--- src/rtl/axis_packet_buffer.sv ---
// axis_packet_buffer: single-clock AXI4-Stream buffer with DEPTH words of
// memory plus one output register, so it holds DEPTH+1 words in total.
// It runs in one of two modes:
//   PACKET_MODE=0 (cut-through): any stored word is forwarded as soon as possible.
//   PACKET_MODE=1 (store-and-forward): a packet is held until its tlast word
//     has been stored. A packet larger than the memory is released once the
//     memory is full, so an oversize packet cannot deadlock the buffer.
// Optional feature: define AXIS_BUF_STATUS_EN to add the buf_level and
// buf_pkt_cnt status outputs. Without the macro, those ports and their logic
// do not exist.
//
// Handshake rule on both sides: a word moves on a rising edge where tvalid and
// tready are both high. Once m01_axis_tvalid is asserted, it stays high and
// m01_axis_tdata/tstrb/tlast hold stable until the consumer takes the word.
// The producer may present data at any time; it is taken only when
// s01_axis_tready is high.
// rd_state_dbg exposes the read FSM state (0 = RD_IDLE, 1 = RD_PKT).
module axis_packet_buffer #(
  parameter int DATA_WIDTH  = 32,
  parameter int ADDR_WIDTH  = 4,
  parameter int PACKET_MODE = 0
) (
  input  logic                      axis_aclk,
  input  logic                      axis_aresetn,
  input  logic [DATA_WIDTH-1:0]     s01_axis_tdata,
  input  logic [DATA_WIDTH/8-1:0]   s01_axis_tstrb,
  input  logic                      s01_axis_tvalid,
  input  logic                      s01_axis_tlast,
  output logic                      s01_axis_tready,
  output logic [DATA_WIDTH-1:0]     m01_axis_tdata,
  output logic [DATA_WIDTH/8-1:0]   m01_axis_tstrb,
  output logic                      m01_axis_tvalid,
  output logic                      m01_axis_tlast,
  input  logic                      m01_axis_tready,
  output logic                      rd_state_dbg
`ifdef AXIS_BUF_STATUS_EN
  ,
  output logic [ADDR_WIDTH+1:0]     buf_level,
  output logic [ADDR_WIDTH:0]       buf_pkt_cnt
`endif
);

  localparam int DEPTH   = 1 << ADDR_WIDTH;
  localparam int STRB_W  = DATA_WIDTH / 8;
  localparam int ENTRY_W = 1 + STRB_W + DATA_WIDTH;
  localparam logic [ADDR_WIDTH:0] PTR_ONE = 1;

  typedef enum logic {
    RD_IDLE = 1'b0,
    RD_PKT  = 1'b1
  } rd_state_t;

  // Each memory entry is {tlast, tstrb, tdata}.
  logic [ENTRY_W-1:0] mem [DEPTH];

  logic [ADDR_WIDTH:0] wr_ptr;
  logic [ADDR_WIDTH:0] rd_ptr;
  logic [ADDR_WIDTH:0] pkt_cnt;
  rd_state_t           rd_state;
  rd_state_t           rd_state_n;

  logic                empty;
  logic                full;
  logic                wr_en;
  logic                eligible;
  logic                load;
  logic [ENTRY_W-1:0]  rd_word;
  logic                rd_last;
  logic                pkt_inc;
  logic                pkt_dec;

  // The pointers wrap modulo 2*DEPTH. The extra MSB tells a full memory apart
  // from an empty one when the two addresses are equal.
  assign empty = (wr_ptr == rd_ptr);
  assign full  = (wr_ptr[ADDR_WIDTH-1:0] == rd_ptr[ADDR_WIDTH-1:0]) &&
                 (wr_ptr[ADDR_WIDTH] != rd_ptr[ADDR_WIDTH]);

  // s01_axis_tready comes only from the registered pointers and the reset
  // input. After a read from a full memory, tready rises one cycle later.
  assign s01_axis_tready = axis_aresetn && !full;
  assign wr_en           = s01_axis_tvalid && s01_axis_tready;

  assign rd_word = mem[rd_ptr[ADDR_WIDTH-1:0]];
  assign rd_last = rd_word[ENTRY_W-1];

  // pkt_cnt counts the tlast words currently held in memory.
  assign pkt_inc = wr_en && s01_axis_tlast;
  assign pkt_dec = load && rd_last;

  assign rd_state_dbg = rd_state;

  // Memory write port. The contents need no reset because the pointers
  // decide which entries are valid.
  always_ff @(posedge axis_aclk) begin
    if (wr_en) begin
      mem[wr_ptr[ADDR_WIDTH-1:0]] <= {s01_axis_tlast, s01_axis_tstrb, s01_axis_tdata};
    end
  end

  // Write pointer: advances on every accepted word.
  always_ff @(posedge axis_aclk) begin
    if (!axis_aresetn) begin
      wr_ptr <= '0;
    end else if (wr_en) begin
      wr_ptr <= wr_ptr + PTR_ONE;
    end
  end

  // Read pointer: advances whenever a word moves into the output register.
  always_ff @(posedge axis_aclk) begin
    if (!axis_aresetn) begin
      rd_ptr <= '0;
    end else if (load) begin
      rd_ptr <= rd_ptr + PTR_ONE;
    end
  end

  // Packet counter. If a tlast word is written and another is read in the
  // same cycle, the count does not change.
  always_ff @(posedge axis_aclk) begin
    if (!axis_aresetn) begin
      pkt_cnt <= '0;
    end else begin
      case ({pkt_inc, pkt_dec})
        2'b10:   pkt_cnt <= pkt_cnt + PTR_ONE;
        2'b01:   pkt_cnt <= pkt_cnt - PTR_ONE;
        default: pkt_cnt <= pkt_cnt;
      endcase
    end
  end

  // Read FSM state register.
  always_ff @(posedge axis_aclk) begin
    if (!axis_aresetn) begin
      rd_state <= RD_IDLE;
    end else begin
      rd_state <= rd_state_n;
    end
  end

  // Read FSM next state and read eligibility. In RD_IDLE the buffer is at a
  // packet boundary. In packet mode it waits there until a whole packet is
  // stored, or until the memory is full, which releases an oversize packet.
  // In RD_PKT, a packet is partly sent, so the rest of it streams out freely.
  always_comb begin
    rd_state_n = rd_state;
    eligible   = 1'b0;
    case (rd_state)
      RD_IDLE: begin
        if (PACKET_MODE == 0) begin
          eligible = !empty;
        end else begin
          eligible = !empty && ((pkt_cnt != '0) || full);
        end
      end
      RD_PKT: begin
        eligible = !empty;
      end
      default: begin
        eligible = 1'b0;
      end
    endcase
    load = eligible && (!m01_axis_tvalid || m01_axis_tready);
    if (load) begin
      rd_state_n = rd_last ? RD_IDLE : RD_PKT;
    end
  end

  // Output register. It loads when it is empty or being drained. It empties
  // on a consumer handshake when nothing new can be loaded. While a word is
  // stalled, the register keeps its value.
  always_ff @(posedge axis_aclk) begin
    if (!axis_aresetn) begin
      m01_axis_tvalid <= 1'b0;
      m01_axis_tdata  <= '0;
      m01_axis_tstrb  <= '0;
      m01_axis_tlast  <= 1'b0;
    end else if (load) begin
      m01_axis_tvalid <= 1'b1;
      m01_axis_tdata  <= rd_word[DATA_WIDTH-1:0];
      m01_axis_tstrb  <= rd_word[DATA_WIDTH +: STRB_W];
      m01_axis_tlast  <= rd_last;
    end else if (m01_axis_tready) begin
      m01_axis_tvalid <= 1'b0;
    end
  end

`ifdef AXIS_BUF_STATUS_EN
  logic [ADDR_WIDTH:0] mem_level;

  // Occupancy comes from registered state only, so each value appears on the
  // cycle after the handshake that changed it.
  always_comb begin
    mem_level   = wr_ptr - rd_ptr;
    buf_level   = {1'b0, mem_level} + {{(ADDR_WIDTH+1){1'b0}}, m01_axis_tvalid};
    buf_pkt_cnt = pkt_cnt;
  end
`endif

endmodule
--- config.mk ---
export PLATFORM = sky130hd
export DESIGN_NAME = axis_packet_buffer
export DESIGN_NICKNAME = d
export VERILOG_FILES = /design/src/rtl/axis_packet_buffer.sv
export SDC_FILE = /design/constraint.sdc
export NUM_CORES = 1
export LEC_CHECK = 0
export ABC_AREA = 1
export CAP_MARGIN = 15
export CORE_MARGIN = 2
export CORE_UTILIZATION = 50
export DETAILED_ROUTE_END_ITERATION = 12
export PLACE_DENSITY = 0.76
export SETUP_SLACK_MARGIN = 0.02
export SYNTH_ARGS = -nofsm -noshare
export SYNTH_HDL_FRONTEND = slang
export SYNTH_SLANG_ARGS = --single-unit
export TNS_END_PERCENT = 30
--- constraint.sdc ---
create_clock -name axis_aclk -period 3.8 [get_ports axis_aclk]
set_input_delay 0.57 -clock axis_aclk [delete_from_list [all_inputs] [get_ports axis_aclk]]
set_output_delay 0.57 -clock axis_aclk [all_outputs]
set_load 0.05 [all_outputs]
### Word-level counts from Yosys, hierarchy flattened

Memory sizes are Yosys's and may differ from the RTL's. A register that Yosys moved wholly into a read port is not among the register bits.
Cells that the tools add are included.

| word-level totals | value |
|---|---|
| register bits after elaboration | 49 |
| bits in writable memories | 592 |
| input port bits | 41 |
| memories kept | 1 |

| operators by class | value |
|---|---|
| $add $sub $neg | 2 |
| equal/unequal tests | 3 |
| multiplexer cells | 7 |
| reduce and logical (&&, ||, !) cells | 9 |

Memories:

| name | words | width | rd ports | clocked after memory_dff | write ports | line | RTL |
|---|---|---|---|---|---|---|---|
| mem | 16 | 37 | 1 | 1 | 1 | 54 | `logic [ENTRY_W-1:0] mem [DEPTH];` |

Operator list:

| kind | count |
|---|---|
| 5-bit by 1-bit adder with 5-bit output (second input constant) | 2 |
| 4-bit two-way mux | 2 |
| 5-bit == test | 1 |
| 1-bit two-way mux | 5 |
| 4-bit == test | 1 |
| 1-bit logical AND | 4 |
| 1-bit zero test | 3 |
| 2-bit nonzero test | 1 |
| 1-bit logical OR | 1 |
| 1-bit inequality test | 1 |

### Longest topological paths before layout

Gate-level depths: netlist (run 1).

| logic depth | value |
|---|---|
| word-level depth | 7 |
| gate-level depth with buffers | 12 |
| mapped depth without buffers | 10 |

### Worst setup path before layout (run 1)

OpenSTA, ideal clock, no wires.

| timing path | value |
|---|---|
| path type | input-to-reg |
| start point | input axis_aresetn |
| end point | memory mem[11][0] in the netlist's numbering (enable) |
| library setup time | 431 ps |
| data arrival time | 2,804 ps |
| required time | 3,369 ps |
| slack | 565 ps |
| stages on the path | 5 |
| path buffers | 1 |
| path through | clkbuf_1 -> nand3_4 -> inv_2 -> nand3_1 -> nor2_1 |

| between the ends | value |
|---|---|
| cells in the longest elaborated chain, start to end | 4 |

RTL lines:

| what | line | RTL |
|---|---|---|
| start: declaration | 24 | `input logic axis_aresetn,` |
| 1-bit logical AND | 80 | `assign s01_axis_tready = axis_aresetn && !full;` |
| 1-bit logical AND | 81 | `assign wr_en = s01_axis_tvalid && s01_axis_tready;` |
| 1-bit two-way mux | 95 | `if (wr_en) begin` |
| 1-bit two-way mux (not written as such) | 96 | `mem[wr_ptr[ADDR_WIDTH-1:0]] <= {s01_axis_tlast, s01_axis_tstrb, s01_axis_tdata};` |
| end: declaration | 54 |  |

Every way passes these cells.

### Worst setup path in the final report (run 1)

| timing path | value |
|---|---|
| start point | register wr_ptr[3] |
| end point | output s01_axis_tready |

| between the ends | value |
|---|---|
| cells in the longest elaborated chain, start to end | 4 |

RTL lines:

| what | line | RTL |
|---|---|---|
| start: declaration | 56 | `logic [ADDR_WIDTH:0] wr_ptr;` |
| start signal: assignment | 105 | `wr_ptr <= wr_ptr + PTR_ONE;` |
| 4-bit == test | 75 | `assign full = (wr_ptr[ADDR_WIDTH-1:0] == rd_ptr[ADDR_WIDTH-1:0]) &&` |
| 1-bit logical AND | 75 |  |
| 1-bit zero test | 80 |  |
| 1-bit logical AND | 80 |  |
| end: declaration | 29 | `output logic s01_axis_tready,` |

Every way passes these cells.

==> metrics.yaml, run 1 <==
max_freq_ghz: 0.317
ctsHoldBuffers: 0
clock-skew-final_ns: 0.0218
ys_warn_count: 0
cts.repair.resized: 0
start_util_pct: 50.7
stdcell_area_mm2: 0.0295
vias: 16961
drc: 0
rows: 83
r2r_cells: 8
hold_path.startpoint: "axis_aresetn"
dieWidth_um: 232
setup_viol: 0
grt-ovfl-total: 0
hold_path.class: "primary input to flip-flop"
core_mm2: 0.0514
clk_path_buf_depth: 3
worstMarginPinSlew_ns: 1.17
drive_gt1_share_pct: 7.36
placed_area_mm2: 0.0275
max_stage_delay_ns: 0.79
power.density_mw_per_mm2: 713
cpMaxStageDelayCell: "clkdlybuf4s50_1"
arrival_ns: 2.59
worstSetupPathType: "flip-flop to output port"
io_buffer_count: 80
firstDrtPassIters: 5
layout_min_cycle_time_ns: 3.16
start_kind: "flip-flop"
r2r-start: "wr_ptr[3]"
hold_end: "m01_axis_tdata[24]"
yosys_register_bits: 645
fin_tns_setup_ns: 0
cts_made_buffers: 59
final_antenna_net_count: 0
die_h_um: 232
die_area_mm2: 0.0540
drv_cap: 0
syn2layout_area_growth_pct: 13.1
synth-seq-area-share_pct: 72.3
end_kind: "output port"
antennaDiodeCount: 0
status: "completed"
cts_root_buffer: "clkbuf_16"
slew_violations: 0
slew_headroom_pct: 21.8
timing.rr.end: "mem[10][33]"
clkLatencyLatePin_ns: 0.62
viasPerCell: 5.65
cts_tree: "yes"
rsz0062_at_grt: "no"
h-tree-depth: 2
finalWorstSetupSlack_ns: 0.644
synth_area_mm2: 0.0261
post-dp-hpwl_um: 33700
track_usage_pct: 22.6
grt_antenna_before_repair: 0
syn_avg_cell_area_um2: 11.7
drtIter0Drc: 1970
crit_chain: "xor2_1 -> nor2_2 -> nand3_1 -> nand2_1 -> inv_1 -> clkdlybuf4s50_1"
syn_inst: 2235
r2r_slack_ns: 0.98
syn-num-nets: 2281
critPathMaxFanout: 7
top_level_ports: 81
drt_wl_total_um: 60700
ys_types: 26
gp_congestion: 0.855
fin_crit_sh_pct: 83.1
grt_max_degree: 188
grt_pass1_wl_um: 93100
ir_drop_mv: 0.507
required_ns: 3.23
wl_per_cell_um: 20.2
post_cts_buffers: 0
p_leak_nw: 10.2
hold_viol_final: 0
clkSinkCount: 645
grt_pass1_vias: 16494
dpl_worst_slack_ns: 0.876
fin_nets: 2321
whs_path_depth: 3
clk_pin_slew_worst_paths_ns: 0.06
-- per-stage QoR --
stage / util (%) / hold WS (ns) / total power, W / std cells
after floorplan: - / 0.475 / 0.0133 / 2235
after global placement: 53.4 / 0.457 / 0.0148 / 2894
after detailed placement: 53.4 / 0.464 / 0.0149 / 2894
after CTS: 57.3 / 0.437 / 0.0211 / 3004
after global routing: 57.3 / 0.456 / 0.0221 / 3004
final: 57.3 / 0.434 / 0.0210 / 3004
-- placed cells by master (no fill, tap or decap), types with 49 or more instances in the layout --
master,count
nor2_1,528
nand3_1,238
o21ai_1,83
o21ai_0,148
inv_1,115
o211ai_1,58
edfxtp_1,592
clkdlybuf4s50_1,79
dfxtp_1,49
clkbuf_16,61
nand2_1,211
-- synth_stat cells --
| cell | count | area, um2 |
|---|---|---|
| a21oi_1 | 10 | 50.1 |
| buf_1 | 23 | 86.3 |
| buf_12 | 1 | 20.0 |
| buf_2 | 35 | 175 |
| buf_4 | 13 | 97.6 |
| buf_6 | 22 | 248 |
| clkbuf_1 | 42 | 158 |
| dfxtp_1 | 53 | 1060 |
| edfxtp_1 | 592 | 17800 |
| ha_1 | 5 | 62.6 |
| inv_1 | 116 | 435 |
| inv_2 | 6 | 22.5 |
| nand2_1 | 211 | 792 |
| nand2_2 | 4 | 25.0 |
| nand3_1 | 238 | 1190 |
| nand3_2 | 1 | 10.0 |
| nand3_4 | 1 | 17.5 |
| nand4_1 | 3 | 18.8 |
| nor2_1 | 544 | 2040 |
| nor2_2 | 15 | 93.8 |
| o211ai_1 | 58 | 435 |
| o21ai_0 | 148 | 741 |
| o21ai_1 | 83 | 415 |
| o21bai_1 | 1 | 7.51 |
| xnor2_1 | 3 | 26.3 |
| xor2_1 | 7 | 61.3 |
-- worst max-delay path by stage --
stage,startpoint,to,cells past startpoint
finish,wr_ptr[3],s01_axis_tready,6
global route,wr_ptr[3],s01_axis_tready,6
CTS,wr_ptr[3],s01_axis_tready,6
detailed placement,s01_axis_tvalid,mem[10][1],6
global placement,s01_axis_tvalid,mem[10][32],6
floorplan,axis_aresetn,mem[11][0],5
-- power by group --
part           internal (W)  switching [W]  total (W)
logic               0.00199        0.00462    0.00660
registers           0.00804       0.000228    0.00826
clock network       0.00359        0.00256    0.00616
total                0.0136        0.00741     0.0210
-- registers in the layout, summed over array words and instances, names as in the netlist, named ones only --
signal and flops:
m01_axis_tdata 32, wr_ptr 5, rd_ptr 5, mem 592, m01_axis_tvalid 1, m01_axis_tstrb 4, rd_state_dbg 1, m01_axis_tlast 1
-- per-layer routing --
layer	part of all wire (%)	global-route usage, %	wire length (um)
met1	42	31.7	25200
met2	47	36.1	28500
met3	9.0	4.37	5500
met4	2.5	6.51	1500
met5	0	0	0
-- final cells by class --
| class | count | area (um2) |
|---|---|---|
| Multi-Input combinational cell | 1332 | 6110 |
| Sequential cell | 645 | 18800 |
| Inverter | 122 | 468 |
| Tap cell | 680 | 851 |
| Clock inverter | 42 | 455 |
| Fill cell | 3912 | 21900 |
| Clock buffer | 68 | 1550 |
| Timing Repair Buffer | 115 | 1180 |
-- cells by family (layout without fill, tap and decap cells) --
kind of cell             count (synthesis)  in the layout  synth area share (%)
buffers and inverters                  258            347                  4.77
adder cells (fa/ha/maj)                  5              5                 0.240
AND/OR/NAND/NOR                       1017           1017                  16.1
AO/OA/AOI/OAI                          300            300                  6.33
XOR/XNOR                                10             10                 0.336
flip-flops                             645            645                  72.3
-- worst max-delay path, delay by kind of cell, from the launching register on --
kind / cells / cell delay, ns
XOR/XNOR: 1 / 0.24
AND/OR/NAND/NOR: 3 / 0.37
flip-flops: 1 / 0.52
buffers and inverters: 2 / 0.86
Note: power is estimated with default switching activity, not from simulation.
==> inputs of run 2 (changes only) <==
- clock period: 3.8 -> 3.3 ns (I/O delays scaled with it)
==> run 2 against run 1 <==
Against the previous run: critical path depth unchanged; flip-flop and latch count is the same; sequential power grew 16%; clock skew shrank 0.0099 ns; first-iteration DRC count is 4.8% higher; global-route usage fell by 1.1 points; wire length shrank 4.5%; combinational power rose by 13%; clock-buffer cell count up 8; worst hold slack lost 0.25 ns; cell count hardly changed; worst setup slack got worse by 0.50 ns; critical path type unchanged; largest power group unchanged.
==> metrics.yaml, run 2 (synthesis gave the netlist of run 1 again) <==
io_buffer_count: 80  # unchanged
rsz0062_at_grt: "no"
die_h_um: 232  # unchanged
final_antenna_net_count: 0  # unchanged
layout_commonest_cell: "edfxtp_1"
core_mm2: 0.0514  # unchanged
fin_nets: 2319  # -0.086%
crit_path_end: "s01_axis_tready"
firstDrtPassIters: 5  # unchanged
top_level_ports: 81  # unchanged
viasPerCell: 5.58  # -1.2%
status: "completed"
clk_pin_slew_worst_paths_ns: 0.06  # about the same
clkSinkCount: 645  # unchanged
layout_min_cycle_time_ns: 3.16
h-tree-depth: 2  # unchanged
r2r_slack_ns: 0.57  # -0.41 ns
grt_max_degree: 180  # -4.3%
multiInputGateArea_mm2: 0.00611  # unchanged
grt_pass1_vias: 16253  # -1.5%
p_leak_nw: 10.2  # -0.13%
cp-startpoint: "wr_ptr[3]"
dieWidth_um: 232  # unchanged
cts_root_buffer: "clkbuf_16"
slew_violations: 0  # unchanged
wl_per_cell_um: 19.3  # -4.5%
drc: 0  # unchanged
hold_viol_final: 0  # unchanged
drt_wl_total_um: 58000  # -4.5%
drv_cap: 0  # unchanged
grt_antenna_before_repair: 0  # unchanged
drtIter0Drc: 2065  # +4.8%
syn2layout_area_growth_pct: 13.1  # about the same
hold_path.class: "primary input to flip-flop"
fin_tns_setup_ns: 0  # unchanged
cts.repair.resized: 0  # unchanged
power.density_mw_per_mm2: 805  # +13%
post-dp-hpwl_um: 29800  # -11%
seq_area_mm2: 0.0188  # unchanged
fillCellCount: 3928  # +0.41%
post_cts_buffers: 0  # unchanged
critPathMaxFanout: 7  # unchanged
vias: 16751  # -1.2%
whs_path_depth: 3  # unchanged
ctsHoldBuffers: 0  # unchanged
die_area_mm2: 0.0540  # unchanged
slew_headroom_pct: 39.8  # +18 points
worstMarginPinSlew_ns: 0.901  # -0.272 ns
fin_hold_ws_ns: 0.186  # -0.248 ns
start_util_pct: 50.7  # unchanged
cts_tree: "yes"
antennaDiodeCount: 0  # unchanged
clk_path_buf_depth: 3  # unchanged
max_freq_ghz: 0.317
r2r-start: "wr_ptr[3]"
arrival_ns: 2.66  # +0.07 ns
drive_gt1_share_pct: 7.40  # +0.046 points
ir_drop_mv: 0.640  # +26%
end_kind: "output port"
grt_pass1_wl_um: 90000  # -3.4%
start_kind: "flip-flop"
required_ns: 2.80  # -0.43 ns
largest_reg_flops: 592  # unchanged
r2r_cells: 8  # unchanged
setup_viol: 0  # unchanged
track_usage_pct: 21.5  # -1.1 points
worstSetupPathType: "flip-flop to output port"
clock-skew-final_ns: 0.0119  # -0.00994 ns
rows: 83  # unchanged
gp_congestion: 0.799  # -6.6%
cts_made_buffers: 60  # +1.7%
layout_common_cells: "592 x edfxtp_1, 528 x nor2_1, 238 x nand3_1, 211 x nand2_1, 148 x o21ai_0"
clkLatencyLatePin_ns: 0.62  # about the same
grt-ovfl-total: 0  # unchanged
fin_crit_sh_pct: 95.7
timing.rr.end: "mem[3][14]"
==> run 2: cell count changes in the layout (fill, tap and decap cells not counted), sizes merged <==
| cell | before | now |
|---|---|---|
| bufinv | 10 | 4 |
| inv | 122 | 127 |
| clkbuf | 68 | 76 |
| clkinvlp | 3 | 5 |
| clkinv | 29 | 22 |
| buf | 36 | 33 |
==> run 2: worst min path at each step <==
stage | startpoint | end | slack (ns)
after floorplan | rd_ptr[4] | rd_ptr[4] | 0.48
after CTS | axis_aresetn | m01_axis_tdata[23] | 0.15
after global placement | m01_axis_tlast | m01_axis_tlast | 0.46
after detailed placement | m01_axis_tlast | m01_axis_tlast | 0.47
final | axis_aresetn | m01_axis_tdata[23] | 0.19
after global routing | axis_aresetn | m01_axis_tdata[23] | 0.19
==> run 2: power by group <==
part	leakage (nW)	internal (W)	switching, W
combinational	3.49	0.00234	0.00512
clock	0.934	0.00378	0.00296
sequential	5.77	0.00925	0.000293
total	10.2	0.0154	0.00837
==> run 2: through the flow <==
step	instance area [um2]	power (W)	std cells	utilization, %	worst slack, ns
final	29500	0.0237	3003	57.4	0.142
after global routing	29500	0.0250	3003	57.4	0.0820
after CTS	29500	0.0238	3003	57.4	0.129
after detailed placement	27600	0.0171	2891	53.7	0.645
after global placement	27600	0.0169	2891	53.7	0.739
after floorplan	26100	0.0153	2235	-	0.0854
==> run 2: layout make-up <==
type                            count  share of cell area [%]
Multi-Input combinational cell   1332                    20.7
Clock buffer                       76                    5.47
Inverter                          122                    1.59
Tap cell                          680                    2.88
Timing Repair Buffer              112                    4.40
Clock inverter                     36                    1.03
Sequential cell                   645                    63.9
==> run 2: worst max-delay path, stage by stage (launching register included) <==
cell	delay [ns]
dfxtp_1	0.56
xor2_1	0.26
nor2_2	0.08
nand3_1	0.22
nand2_1	0.08
inv_1	0.06
clkdlybuf4s50_1	0.79
==> run 2: per-layer routing <==
layer	part of all wire, %	vias to the layer above	track usage (%)
met5	0	-	0
met2	48	744	35.0
met3	8.4	119	4.22
li1	-	7824	-
met1	41	8064	29.4
met4	2.5	0	6.95
